$ cat src/rtl/systolic_skew_feeder.sv
// Skewed west/north feeder for a SIZE x SIZE output-stationary systolic array.
// Optional stall counter output enabled with `define SKEW_FEEDER_STALL_CNT_EN.

module systolic_skew_lane #(
  parameter int DW    = 8,
  parameter int DEPTH = 1
) (
  input  logic          clk,
  input  logic          rst,
  input  logic          i_vld,
  input  logic [DW-1:0] i_act,
  input  logic [DW-1:0] i_wgt,
  output logic          o_vld,
  output logic [DW-1:0] o_act,
  output logic [DW-1:0] o_wgt
);
  logic [DEPTH-1:0]         r_vld;
  logic [DEPTH-1:0][DW-1:0] r_act;
  logic [DEPTH-1:0][DW-1:0] r_wgt;

  always_ff @(posedge clk or negedge rst) begin
    if (!rst) begin
      r_vld <= '0;
      r_act <= '0;
      r_wgt <= '0;
    end else begin
      r_vld[0] <= i_vld;
      r_act[0] <= i_act;
      r_wgt[0] <= i_wgt;
      for (int j = 1; j < DEPTH; j++) begin
        r_vld[j] <= r_vld[j-1];
        r_act[j] <= r_act[j-1];
        r_wgt[j] <= r_wgt[j-1];
      end
    end
  end

  assign o_vld = r_vld[DEPTH-1];
  assign o_act = r_act[DEPTH-1];
  assign o_wgt = r_wgt[DEPTH-1];
endmodule

module systolic_skew_feeder #(
  parameter int SIZE       = 16,
  parameter int DATA_WIDTH = 8,
  parameter int K_WIDTH    = 16,
  parameter int PE_LATENCY = 1
) (
  input  logic                       clk,
  input  logic                       rst,
  input  logic                       start,
  input  logic [K_WIDTH-1:0]         k_len,
  input  logic                       in_valid,
  output logic                       in_ready,
  input  logic [SIZE*DATA_WIDTH-1:0] in_act,
  input  logic [SIZE*DATA_WIDTH-1:0] in_wgt,
  output logic [SIZE*DATA_WIDTH-1:0] west_inputs,
  output logic [SIZE-1:0]            west_valid,
  output logic [SIZE*DATA_WIDTH-1:0] north_inputs,
  output logic [SIZE-1:0]            north_valid,
  output logic                       accum_reset,
  output logic                       busy,
`ifdef SKEW_FEEDER_STALL_CNT_EN
  output logic [31:0]                stall_cycles,
`endif
  output logic                       done
);
  // Last lane drains 2*SIZE-1 cycles after the final accept, plus PE update time.
  localparam int FLUSH_CYC = 2*SIZE - 1 + PE_LATENCY;
  localparam int FW        = $clog2(FLUSH_CYC + 1);

  typedef enum logic [2:0] {S_IDLE, S_CLEAR, S_STREAM, S_FLUSH, S_DONE} state_t;

  state_t             r_state, w_state_nxt;
  logic [K_WIDTH-1:0] r_k_len;
  logic [K_WIDTH-1:0] r_k_cnt;
  logic [FW-1:0]      r_fl_cnt;
  logic               w_acc;

  logic [SIZE-1:0][DATA_WIDTH-1:0] w_act_inj, w_wgt_inj;
  logic [SIZE-1:0][DATA_WIDTH-1:0] w_west, w_north;
  logic [SIZE-1:0]                 w_wvld;

  assign w_acc = in_valid & in_ready;
  assign busy  = (r_state != S_IDLE);

  always_ff @(posedge clk or negedge rst) begin
    if (!rst) begin
      r_state  <= S_IDLE;
      r_k_len  <= '0;
      r_k_cnt  <= '0;
      r_fl_cnt <= '0;
    end else begin
      r_state <= w_state_nxt;
      if (r_state == S_IDLE && start) r_k_len <= k_len;
      if (r_state == S_CLEAR) begin
        r_k_cnt  <= '0;
        r_fl_cnt <= '0;
      end
      if (r_state == S_STREAM && w_acc) r_k_cnt <= r_k_cnt + K_WIDTH'(1);
      if (r_state == S_FLUSH) r_fl_cnt <= r_fl_cnt + FW'(1);
    end
  end

  always_comb begin
    w_state_nxt = r_state;
    in_ready    = 1'b0;
    accum_reset = 1'b0;
    done        = 1'b0;
    case (r_state)
      S_IDLE:   if (start) w_state_nxt = S_CLEAR;
      S_CLEAR: begin
        accum_reset = 1'b1;
        w_state_nxt = (r_k_len != '0) ? S_STREAM : S_DONE;
      end
      S_STREAM: begin
        in_ready = 1'b1;
        if (in_valid && (r_k_cnt + K_WIDTH'(1)) == r_k_len) w_state_nxt = S_FLUSH;
      end
      S_FLUSH:  if (r_fl_cnt == FW'(FLUSH_CYC - 1)) w_state_nxt = S_DONE;
      S_DONE: begin
        done        = 1'b1;
        w_state_nxt = S_IDLE;
      end
      default:  w_state_nxt = S_IDLE;
    endcase
  end

  // Non-accept cycles inject zero bubbles so data and valid share one skew path.
  assign w_act_inj = w_acc ? in_act : '0;
  assign w_wgt_inj = w_acc ? in_wgt : '0;

  for (genvar gi = 0; gi < SIZE; gi++) begin : g_lane
    systolic_skew_lane #(.DW(DATA_WIDTH), .DEPTH(gi + 1)) u_lane (
      .clk   (clk),
      .rst   (rst),
      .i_vld (w_acc),
      .i_act (w_act_inj[gi]),
      .i_wgt (w_wgt_inj[gi]),
      .o_vld (w_wvld[gi]),
      .o_act (w_west[gi]),
      .o_wgt (w_north[gi])
    );
  end

  assign west_inputs  = w_west;
  assign north_inputs = w_north;
  assign west_valid   = w_wvld;
  assign north_valid  = w_wvld;

`ifdef SKEW_FEEDER_STALL_CNT_EN
  always_ff @(posedge clk or negedge rst) begin
    if (!rst)                                                  stall_cycles <= '0;
    else if (r_state == S_CLEAR)                               stall_cycles <= '0;
    else if (r_state == S_STREAM && !in_valid && stall_cycles != '1)
                                                               stall_cycles <= stall_cycles + 32'd1;
  end
`endif
endmodule

$ cat config.mk
export PLATFORM = sky130hd
export DESIGN_NAME = systolic_skew_feeder
export DESIGN_NICKNAME = d
export VERILOG_FILES = /design/src/rtl/systolic_skew_feeder.sv
export SDC_FILE = /design/constraint.sdc
export NUM_CORES = 1
export LEC_CHECK = 0
export CORE_ASPECT_RATIO = 0.9
export CORE_MARGIN = 8
export CORE_UTILIZATION = 27
export DETAILED_ROUTE_END_ITERATION = 6
export GPL_ROUTABILITY_DRIVEN = 0
export PLACE_DENSITY = 0.48
export SYNTH_ARGS = -nofsm -noshare
export SYNTH_HDL_FRONTEND = slang
export SYNTH_SLANG_ARGS = --single-unit
$ cat constraint.sdc
create_clock -name clk -period 4.8 [get_ports clk]
set_input_delay 0.96 -clock clk [delete_from_list [all_inputs] [get_ports clk]]
set_output_delay 0.96 -clock clk [all_outputs]
set_load 0.05 [all_outputs]
==> reports/qor.txt <==
STATUS
--------------------------------------------------------------------------------------------------------
Run status                                                                                  finished clean

FLOORPLANNING
--------------------------------------------------------------------------------------------------------
Initial standard-cell utilization of the core                                                      27.2%
Die area                                                                                      242000 um2
Placeable core region                                                                         225000 um2
DIE WIDTH                                                                                         518 um
Die Span Y                                                                                        467 um
FP Rows                                                                                              165
I/O pin cnt                                                                                          568

PWR
--------------------------------------------------------------------------------------------------------
Power density of the placed cells                                                             594 nW/um2
Net switching fraction of the power                                                                25.5%
Part of the total power dissipated in sequential elements                                          51.0%
Portion of total power attributed to the clock network                                             38.3%
Static leakage                                                                                   38.6 nW
Pint                                                                                             33.9 mW
Power share of the combinational group                                                             10.7%
NetSw                                                                                            11.6 mW
Maximum resistive drop on vdd                                                                 0.000426 V

STA
--------------------------------------------------------------------------------------------------------
Count of final setup violators                                                                         0
Post-route clock period utilization                                                                80.6%
Max-slew violation count                                                                               0
Tightest Pin Transition                                                                          1120 ps
Worst-case clock skew                                                                            54.7 ps
Hold Violations, Final                                                                                 0
Slew headroom                                                                                      25.3%
Setup repair after global routing missed its margin                                                   no
Achievable frequency                                                                           0.258 GHz
Min cycle time layout                                                                            3870 ps
Sum Neg Setup Slack                                                                                 0 ps

GRT
--------------------------------------------------------------------------------------------------------
Vias in the first global route                                                                     26500
Number of antenna violations at the first check in global routing                                     33
Total global routing track utilization                                                             9.22%
First-pass GRT wire length                                                                        171 mm
Remaining global-route overflow                                                                        0
Pin count of the biggest net entering global routing                                                 155

WORST SETUP PATH
--------------------------------------------------------------------------------------------------------
Worst Path Buf+Inv                                                                                     1
Top cell family by delay on the critical path                                               buffers and inverters
Type of element capturing the critical path                                                   output pin
Crit Reg-Reg Startpoint                                                                       r_state[1]
Highest fanout seen on the critical path                                                              15
Crit-path max cell delay                                                                          960 ps
Cell with the largest stage delay on the worst path                                         sky130_fd_sc_hd__clkdlybuf4s50_1
Critical Path Start                                                                           r_state[2]
Kind of start point of the critical path                                                            flop
Arrival time of data at the critical path endpoint                                               2910 ps
Critical-path cell list                                                                     nand2b_1 -> nor2_1 -> clkdlybuf4s50_1
Required time at the worst-slack endpoint                                                        3840 ps
Critical path start-end classification                                                      flop to output pin

FINISH
--------------------------------------------------------------------------------------------------------
Fin nets                                                                                            3793
Area growth from synthesis to layout                                                               25.1%
Fill cell total of the finished layout                                                             21100
End-of-flow core utilization                                                                       34.0%
Final cell area excluding filler cells                                                         76500 um2
Fraction of layout instances using a drive strength above 1                                        11.7%

PLACEMENT
--------------------------------------------------------------------------------------------------------
Area after DPL                                                                                 68900 um2
Total half-perimeter wirelength after legalization and detailed placement                        70.1 mm
Buffers on Ports                                                                                     567

CLOCKING
--------------------------------------------------------------------------------------------------------
Post-CTS clock slew at the launch and capture registers of the worst setup and hold paths          60 ps
Number of buffers created by CTS                                                                     217
H-tree depth                                                                                           4
Maximum number of buffers from clock root to sink                                                      3
Number of sinks driven by the clock tree                                                            2233
Clock network latency to the later pin of the worst-skew pair                                     830 ps
Number of instances resized during post-cts repair                                                     0
TritonCTS clock tree                                                                                 yes
Root buf cell                                                                               sky130_fd_sc_hd__clkbuf_16
Number of buffers inserted by post-CTS setup repair                                                    0
Count of hold buffers inserted by post-cts repair                                                      0

LOGIC SYNTHESIS
--------------------------------------------------------------------------------------------------------
Syn_area_per_cell                                                                               20.2 um2
Post-synth EDFFs                                                                                       0
Top post-synthesis cells by count                                                           sky130_fd_sc_hd__dfrtp_1 (2233), sky130_fd_sc_hd__buf_4 (272), sky130_fd_sc_hd__and3_1 (260)
Share of the synthesized area in the top cell type                                                 91.4%
Cells taking the most area after synthesis                                                  sky130_fd_sc_hd__dfrtp_1 (91%), sky130_fd_sc_hd__buf_4 (3.3%), sky130_fd_sc_hd__and3_1 (2.7%), sky130_fd_sc_hd__clkbuf_1 (0.40%), sky130_fd_sc_hd__o21ai_0 (0.25%)
Post-Synthesis Cell Area                                                                       61200 um2
Share of the yosys chip area belonging to registers                                                91.4%
Async set-reset flop share out of synthesis                                                         100%
Number of warnings reported in the yosys synthesis log                                                 0
Synthesized netlist net count                                                                       3309
Flops & latches, synth                                                                              2233
Library cell with the highest instance count after synthesis                                sky130_fd_sc_hd__dfrtp_1
Post-synthesis cell type with the largest combined area                                     sky130_fd_sc_hd__dfrtp_1
Yosys cell types                                                                                      56
Mapped Cells                                                                                        3031
Flip-flop cell with the highest count after synthesis                                       sky130_fd_sc_hd__dfrtp_1

HOLD PATH
--------------------------------------------------------------------------------------------------------
Hold Path Class                                                                             input pin to async pin

DRT
--------------------------------------------------------------------------------------------------------
DR DRC count                                                                                           0
Overall via count from detail_route                                                                24200
Average vias per placed instance                                                                    3.59
Detail-routed net length per standard cell                                                       16.5 um
Wirelength, routed                                                                                111 mm
Pre-Repair DR Iteration Count                                                                          5
Remaining number of nets flagged by the antenna check after routing                                    0
Iteration-0 DRC count of the detailed router                                                        1437

JOB
--------------------------------------------------------------------------------------------------------
Number of max-capacitance violations reported                                                          0

==> cells in the final DEF (no fill, tap or decap), drive strengths merged, types with 14 or more instances in the layout <==
cell type | netlist | routed
and3 | 260 | 260
buf | 277 | 41
bufinv | 0 | 21
clkbuf | 65 | 301
clkdlybuf4s50 | 0 | 565
clkinv | 0 | 63
dfrtp | 2233 | 2233
inv | 3 | 14
mux2 | 16 | 16
nand2 | 23 | 23
nor2 | 18 | 18
o21ai | 32 | 32
==> worst paths after layout <==
kind / end / slack (ps) / depth (start not counted)
hold / removal: g_lane[12].u_lane.o_wgt[3] / 20 / 1
setup reg to reg: g_lane[13].u_lane.r_act[3] / 1620 / 4
min in group clk: g_lane[10].u_lane.r_wgt[30] / 290 / 0
setup / recovery: accum_reset / 930 / 3
max in group asynchronous: g_lane[9].u_lane.r_act[2] / 3210 / 2
hold reg to reg: g_lane[10].u_lane.r_wgt[30] / 290 / 0
==> flip-flops by register name (all words and copies together) (netlist names) <==
signal,flops
g_lane.u_lane.o_wgt,128
g_lane.u_lane.r_wgt,960
g_lane.u_lane.r_act,960
r_k_len,16
r_state,3
g_lane.u_lane.r_vld,16
r_k_cnt,16
g_lane.u_lane.o_act,128
r_fl_cnt,6
==> layout make-up <==
type / count / area (um2) / area share [%]
clock inverter: 107 / 1410 / 1.85
timing repair buffer: 607 / 6270 / 8.20
inverter: 3 / 11.3 / 0.0147
multi-input combinational: 453 / 2960 / 3.86
tap: 3006 / 3760 / 4.92
antenna: 13 / 32.5 / 0.0425
sequential: 2233 / 55900 / 73.0
clock buffer: 300 / 6190 / 8.09
==> metrics by stage <==
| step | power (mW) | hold WS, ps | setup slack [ps] | cells |
|---|---|---|---|---|
| floorplan | 26.5 | 331 | 2080 | 3031 |
| global placement | 28.4 | 331 | 1570 | 6302 |
| detailed placement | 28.6 | 335 | 1450 | 6302 |
| CTS | 46.4 | 10.9 | 676 | 6709 |
| global route | 47.7 | 9.66 | 693 | 6712 |
| finish | 45.5 | 23.2 | 929 | 6722 |
==> logic make-up (layout without fill, tap and decap cells) <==
group | Yosys count | in the layout | synth area share (%)
xor gates and xnor gates | 17 | 17 | 0.243
AOI/OAI and AO/OA | 62 | 62 | 0.636
adders and majority gates | 2 | 2 | 0.0409
and+or+nand+nor | 354 | 354 | 3.58
other | 0 | 13 | 0
DFF | 2233 | 2233 | 91.4
buffers and inverters | 345 | 1017 | 3.80
muxes | 18 | 18 | 0.327
==> layer usage <==
metal / vias up / global-route usage (%) / wire length [um]
li1: 10400 / - / -
met1: 12800 / 11.6 / 46400
met2: 653 / 14.6 / 52800
met4: 16 / 3.17 / 3490
met3: 263 / 3.51 / 8250
met5: - / 0 / 111
==> power by group through the flow <==
stage	clock, mW	combinational [mW]	sequential (mW)
detailed placement	0	5.01	23.6
finish	17.4	4.89	23.2
global placement	0	4.96	23.5
global route	18.9	5.22	23.6
floorplan	0	3.35	23.2
CTS	18.2	5.02	23.3
(Power assumes the default switching activity.)
